$ cat src/rtl/phase_counter.sv
// -----------------------------------------------------------------------------
// phase_counter
//
// Timing counter and result capture for the dual-slope voltmeter. The
// measurement FSM drives the counter through clear/enable/limit and reads back
// done/busy. On the end-of-conversion strobe the current count is latched into
// a single-entry result buffer that downstream logic drains with valid/ready.
//
// Optional feature macro: PHASE_COUNTER_SIGN_EN
//   defined   - the reference polarity seen on the last clear is carried into
//               the result as result_sign_o
//   undefined - no sign storage, result_sign_o is tied low
//
// Ports
//   clk_i            in   clock
//   rst_n_i          in   asynchronous active-low reset
//   counter_clear_i  in   synchronous clear request from FSM
//   counter_en_i     in   count enable from FSM
//   counter_limit_i  in   terminal count for the current phase
//   capture_i        in   end-of-conversion strobe
//   ref_sign_i       in   reference polarity from FSM
//   counter_done_o   out  count has reached limit (level)
//   counter_busy_o   out  counting in progress
//   result_o         out  captured count
//   result_sign_o    out  captured polarity
//   result_ovf_o     out  captured count had saturated at limit
//   result_valid_o   out  result buffer full
//   result_ready_i   in   downstream accepts result
//   overrun_o        out  sticky: an unread result was overwritten
// -----------------------------------------------------------------------------
module phase_counter #(
    parameter int WIDTH = 16
) (
    input  logic             clk_i,
    input  logic             rst_n_i,
    input  logic             counter_clear_i,
    input  logic             counter_en_i,
    input  logic [WIDTH-1:0] counter_limit_i,
    input  logic             capture_i,
    input  logic             ref_sign_i,
    output logic             counter_done_o,
    output logic             counter_busy_o,
    output logic [WIDTH-1:0] result_o,
    output logic             result_sign_o,
    output logic             result_ovf_o,
    output logic             result_valid_o,
    input  logic             result_ready_i,
    output logic             overrun_o
);

    typedef enum logic [1:0] {
        IDLE = 2'd0,
        RUN  = 2'd1,
        HIT  = 2'd2
    } state_t;

    localparam logic [WIDTH-1:0] CNT_ONE  = WIDTH'(1);
    localparam logic [WIDTH-1:0] CNT_ONES = '1;

    state_t           r_state;
    logic [WIDTH-1:0] r_cnt;
    logic [WIDTH-1:0] r_result;
    logic             r_ovf;
    logic             r_valid;
    logic             r_overrun;

    logic [WIDTH-1:0] w_cnt_inc;
    logic             w_handshake;
    logic             w_reach;

    assign w_cnt_inc   = r_cnt + CNT_ONE;
    assign w_handshake = r_valid & result_ready_i;

    // The terminal compare is equality-only, so a limit lowered below the
    // current count during RUN is never matched; all-ones acts as an implicit
    // limit so the counter parks there instead of wrapping to zero.
    assign w_reach = (w_cnt_inc == counter_limit_i) || (w_cnt_inc == CNT_ONES);

    // Phase counter and its state. Capture outranks clear, and clear outranks
    // counting, so the FSM's end-of-conversion strobe always returns the
    // counter to IDLE with a zero count whatever else is requested that cycle.
    always_ff @(posedge clk_i or negedge rst_n_i) begin
        if (!rst_n_i) begin
            r_state <= IDLE;
            r_cnt   <= '0;
        end else if (capture_i || counter_clear_i) begin
            r_state <= IDLE;
            r_cnt   <= '0;
        end else begin
            case (r_state)
                IDLE: begin
                    if (counter_en_i) begin
                        // A zero limit is already satisfied: go straight to
                        // HIT without counting.
                        if (counter_limit_i == '0) begin
                            r_state <= HIT;
                        end else begin
                            r_cnt   <= CNT_ONE;
                            r_state <= (counter_limit_i == CNT_ONE) ? HIT : RUN;
                        end
                    end
                end
                RUN: begin
                    if (counter_en_i) begin
                        r_cnt <= w_cnt_inc;
                        if (w_reach) begin
                            r_state <= HIT;
                        end
                    end
                end
                HIT: begin
                    // Count and state are frozen; limit changes are ignored
                    // until clear, capture or reset.
                    r_state <= HIT;
                end
                default: begin
                    r_state <= IDLE;
                    r_cnt   <= '0;
                end
            endcase
        end
    end

    // Single-entry result buffer. A capture loads the count and marks the
    // buffer full; a capture landing on a full buffer that is not being read
    // that cycle loses the old value and raises the sticky overrun flag. A
    // capture coincident with a handshake hands the old value over and keeps
    // the buffer full with the new one, which is a normal read.
    always_ff @(posedge clk_i or negedge rst_n_i) begin
        if (!rst_n_i) begin
            r_result  <= '0;
            r_ovf     <= 1'b0;
            r_valid   <= 1'b0;
            r_overrun <= 1'b0;
        end else if (capture_i) begin
            r_result <= r_cnt;
            r_ovf    <= (r_state == HIT);
            r_valid  <= 1'b1;
            if (r_valid && !result_ready_i) begin
                r_overrun <= 1'b1;
            end else if (w_handshake) begin
                r_overrun <= 1'b0;
            end
        end else if (w_handshake) begin
            r_valid   <= 1'b0;
            r_overrun <= 1'b0;
        end
    end

`ifdef PHASE_COUNTER_SIGN_EN
    logic r_sign_hold;
    logic r_result_sign;

    // The polarity is sampled on every clear that is not overridden by a
    // capture; the last such clear before capture is the integrate to
    // de-integrate transition, which is the sign the readout needs.
    always_ff @(posedge clk_i or negedge rst_n_i) begin
        if (!rst_n_i) begin
            r_sign_hold   <= 1'b0;
            r_result_sign <= 1'b0;
        end else if (capture_i) begin
            r_result_sign <= r_sign_hold;
        end else if (counter_clear_i) begin
            r_sign_hold <= ref_sign_i;
        end
    end

    assign result_sign_o = r_result_sign;
`else
    logic w_unused_ref_sign;

    assign w_unused_ref_sign = ref_sign_i;
    assign result_sign_o     = 1'b0;
`endif

    assign counter_busy_o = (r_state == RUN);
    assign counter_done_o = (r_state == HIT);
    assign result_o       = r_result;
    assign result_ovf_o   = r_ovf;
    assign result_valid_o = r_valid;
    assign overrun_o      = r_overrun;

endmodule
$ cat config.mk
export PLATFORM = sky130hd
export DESIGN_NAME = phase_counter
export DESIGN_NICKNAME = d
export VERILOG_FILES = /design/src/rtl/phase_counter.sv
export SDC_FILE = /design/constraint.sdc
export NUM_CORES = 1
export LEC_CHECK = 0
export CAP_MARGIN = 20
export CORE_UTILIZATION = 50
export DETAILED_ROUTE_END_ITERATION = 10
export PLACE_DENSITY_LB_ADDON = 0.25
export SKIP_LAST_GASP = 1
export SYNTH_ARGS = -nofsm -noshare
export SYNTH_HDL_FRONTEND = slang
export SYNTH_SLANG_ARGS = --single-unit
export TNS_END_PERCENT = 10
$ cat constraint.sdc
create_clock -name clk_i -period 6 [get_ports clk_i]
set_input_delay 0.6 -clock clk_i [delete_from_list [all_inputs] [get_ports clk_i]]
set_output_delay 0.6 -clock clk_i [all_outputs]
set_load 0.03 [all_outputs]
==> impl_metrics.json <==
{
  "ys_seq_area_share_pct": 37.30,
  "vias": 2141,
  "fin_skew_ps": 2.969,
  "synth_flop_cell": "dfrtp_1",
  "slowest_stage": "clkdlybuf4s50_1",
  "grt_max_degree": 38,
  "fin_area_mm2": 0.002967,
  "antenna_cells": 0,
  "clk_latency_ps": 290,
  "ir_drop_v": 0.0001242,
  "drc": 0,
  "cts_tree": "done",
  "hold_ws_ps": 394.0,
  "cts_htree_levels": 2,
  "rsz0062_at_grt": "false",
  "synth.most_common_cell": "dfrtp_1",
  "fill_cells": 426,
  "grt_use_total_pct": 23.84,
  "cp_top_family": "buffers and inverters",
  "synthTopCellsByArea": "dfrtp_1 (37%), mux2_2 (7.7%), xnor2_1 (5.6%)",
  "cp_cell_sequence": "clkdlybuf4s50_1 -> nor3_1 -> o21ai_0 -> and4_1 -> nand4_1 -> a2111o_1 -> o41ai_4 -> mux2i_1",
  "finalSetupViolations": 0,
  "portBuffers": 42,
  "critPathMaxStageDelay_ps": 1140,
  "syn_to_final_growth_pct": 19.51,
  "cts-root-buf": "clkbuf_8",
  "cp-start-kind": "input pin",
  "place_ws_ps": 2480,
  "final_hold_viol_count": 0,
  "max-cap-violations": 0,
  "cts_buffers": 5,
  "drt_iter0_markers": 213,
  "die-area_mm2": 0.005250,
  "p_per_area_mw_per_mm2": 173.6,
  "worstPathRequired_ps": 6220,
  "synthTopCellsByCount": "dfrtp_1 (37), o21ai_0 (24), nor2_1 (21)",
  "die_y_um": 72.46,
  "syn_area_mm2": 0.002482,
  "status": "finished, final reports clean",
  "core-area_mm2": 0.004755,
  "start_util_pct": 52.21,
  "nNetsFinal": 325,
  "synth.avg_cell_area_um2": 9.332,
  "r2r_slack_ps": 2870,
  "drt-pass1-iter-count": 4,
  "post-cts-setup-buffers": 0,
  "synth_top_area_cell": "dfrtp_1",
  "die_w_um": 72.46,
  "setup_ws_ps": 2838,
  "cts_resized": 0,
  "drv_slew": 0,
  "synth_nets": 295,
  "power_leakage_nw": 1.215,
  "ys_ff_latch": 37,
  "hold_path.class": "input pin to asynchronous set/reset pin",
  "postCtsHoldBufs": 0,
  "rows": 25,
  "crit_buf_inv": 1,
  "dp_hpwl_um": 4071,
  "drive_gt1_share_pct": 11.49,
  "detail-route-antenna-nets": 0,
  "slew_headroom_pct": 32.65,
  "clk_path_buf_depth": 2,
  "max_freq_ghz": 0.3162,
  "routed_wl_um": 5733,
  "cp-end-kind": "register",
  "synth_cells": 266,
  "worst_slew_pin_slew_ps": 1007,
  "grt_pass1_wl_um": 9591,
  "routabilityCongestion": 0.8727,
  "synth_edf_count": 0,
  "grt_remaining_overflow": 0,
  "cts.clk_slew.worst_paths_ps": 70,
  "tns_ps": 0,
  "yosys_warnings": 0,
  "antenna_found_initial": 0,
  "vias_per_cell": 5.898,
  "fin_crit_ps": 3162,
  "routedWlPerCell_um": 15.79,
  "worstSetupPathType": "input pin to register",
  "cts_num_sinks": 37,
  "period_share_pct": 52.70,
  "ys_types": 49,
  "crit_path_max_fanout": 22,
  "cp.arrival_ps": 3380,
  "place_area_mm2": 0.002880,
  "boundaryPins": 45,
  "synth-async-reset-ratio_pct": 100.0,
  "synth_top_area_share_pct": 37.30,
  "grt_pass1_vias": 2052
}
[metrics by stage]
step | total power, mW | util [%] | instances
6_report | 0.5150 | 62.39 | 363
5_1_grt | 0.5346 | 62.39 | 363
4_1_cts | 0.5197 | 62.39 | 363
3_5_place_dp | 0.3447 | 60.58 | 356
3_3_place_gp | 0.3436 | 60.58 | 356
2_1_floorplan | 0.3076 | - | 266
[kinds of logic (layout without fill, tap and decap cells)]
| logic type | Yosys count | in the layout | synth area share, % |
|---|---|---|---|
| xor gates and xnor gates | 25 | 25 | 9.375 |
| muxes | 20 | 20 | 8.921 |
| adders and majority gates | 6 | 6 | 3.024 |
| DFF | 37 | 37 | 37.30 |
| AOI/OAI and AO/OA | 65 | 65 | 17.34 |
| other | 1 | 1 | 0.1511 |
| and+or+nand+nor | 85 | 85 | 18.45 |
| buffers and inverters | 27 | 57 | 5.444 |
[cells in the final DEF, fill, tap and decap left out, drive strengths merged]
| cell type | n |
|---|---|
| ha | 6 |
| nor2 | 21 |
| a311oi | 1 |
| nand3 | 8 |
| a31oi | 7 |
| o31a | 1 |
| o22ai | 1 |
| a21o | 1 |
| mux2i | 3 |
| xor2 | 8 |
| or4 | 1 |
| o31ai | 8 |
| nor3 | 8 |
| a32oi | 1 |
| or2b | 1 |
| and2 | 2 |
| and4 | 1 |
| inv | 7 |
| conb | 1 |
| nand4 | 9 |
| nand2 | 17 |
| o32a | 1 |
| and3 | 1 |
| dfrtp | 37 |
| o21bai | 1 |
| nor4 | 7 |
| clkbuf | 7 |
| o21ai | 25 |
| buf | 2 |
| xnor2 | 16 |
| or2 | 3 |
| o41ai | 6 |
| a21oi | 10 |
| nand2b | 5 |
| mux2 | 17 |
| a2111o | 2 |
| or3b | 1 |
| xnor3 | 1 |
| clkdlybuf4s50 | 41 |
[power by group]
part           internal (mW)  total [mW]  switching, mW
Combinational         0.0370      0.0814         0.0443
Clock                 0.0910       0.175         0.0841
Sequential             0.254       0.259        0.00466
Total                  0.382       0.515          0.133
[worst register-to-register path, delay by kind of cell (launching register included)]
family	cells	cell delay, ps
AO/OA/AOI/OAI	3	840
AND/OR/NAND/NOR	1	590
flip-flops	1	530
adder cells (fa/ha/maj)	1	490
multiplexers	1	220
buffers and inverters	1	200
XOR/XNOR	1	190
[sequential cells by signal (all words and copies together) (netlist names), named ones only]
signal	cells
r_cnt	16
result_ovf_o	1
result_valid_o	1
result_o	16
r_state	2
[area by class of cell]
cell class	count	area (um^2)	share of cell area (%)
multi-input combinational	202	1421	47.91
inverter	7	26.28	0.8857
sequential	37	925.9	31.21
clock buffer	7	86.33	2.910
tap	67	83.83	2.826
timing repair buffer	43	422.9	14.26
[worst paths after layout]
kind / from / endpoint / cells past startpoint
min: rst_n_i / result_o[3] / 1
min reg2reg: result_o[2] / result_o[2] / 1
max: capture_i / r_state[1] / 8
max in group asynchronous: rst_n_i / r_cnt[14] / 1
max reg2reg: r_cnt[0] / r_state[1] / 8
min in group clk_i: result_o[2] / result_o[2] / 1
[metal layers]
| metal | track usage, % | wire (um) | part of all wire (%) | up-vias |
|---|---|---|---|---|
| li1 | - | - | - | 1025 |
| met1 | 33.84 | 2769 | 48 | 1050 |
| met2 | 36.14 | 2574 | 45 | 56 |
| met3 | 4.444 | 267 | 4.7 | 10 |
| met4 | 9.150 | 122 | 2.1 | 0 |
| met5 | 0 | 0 | 0 | - |
(Power assumes the default switching activity.)
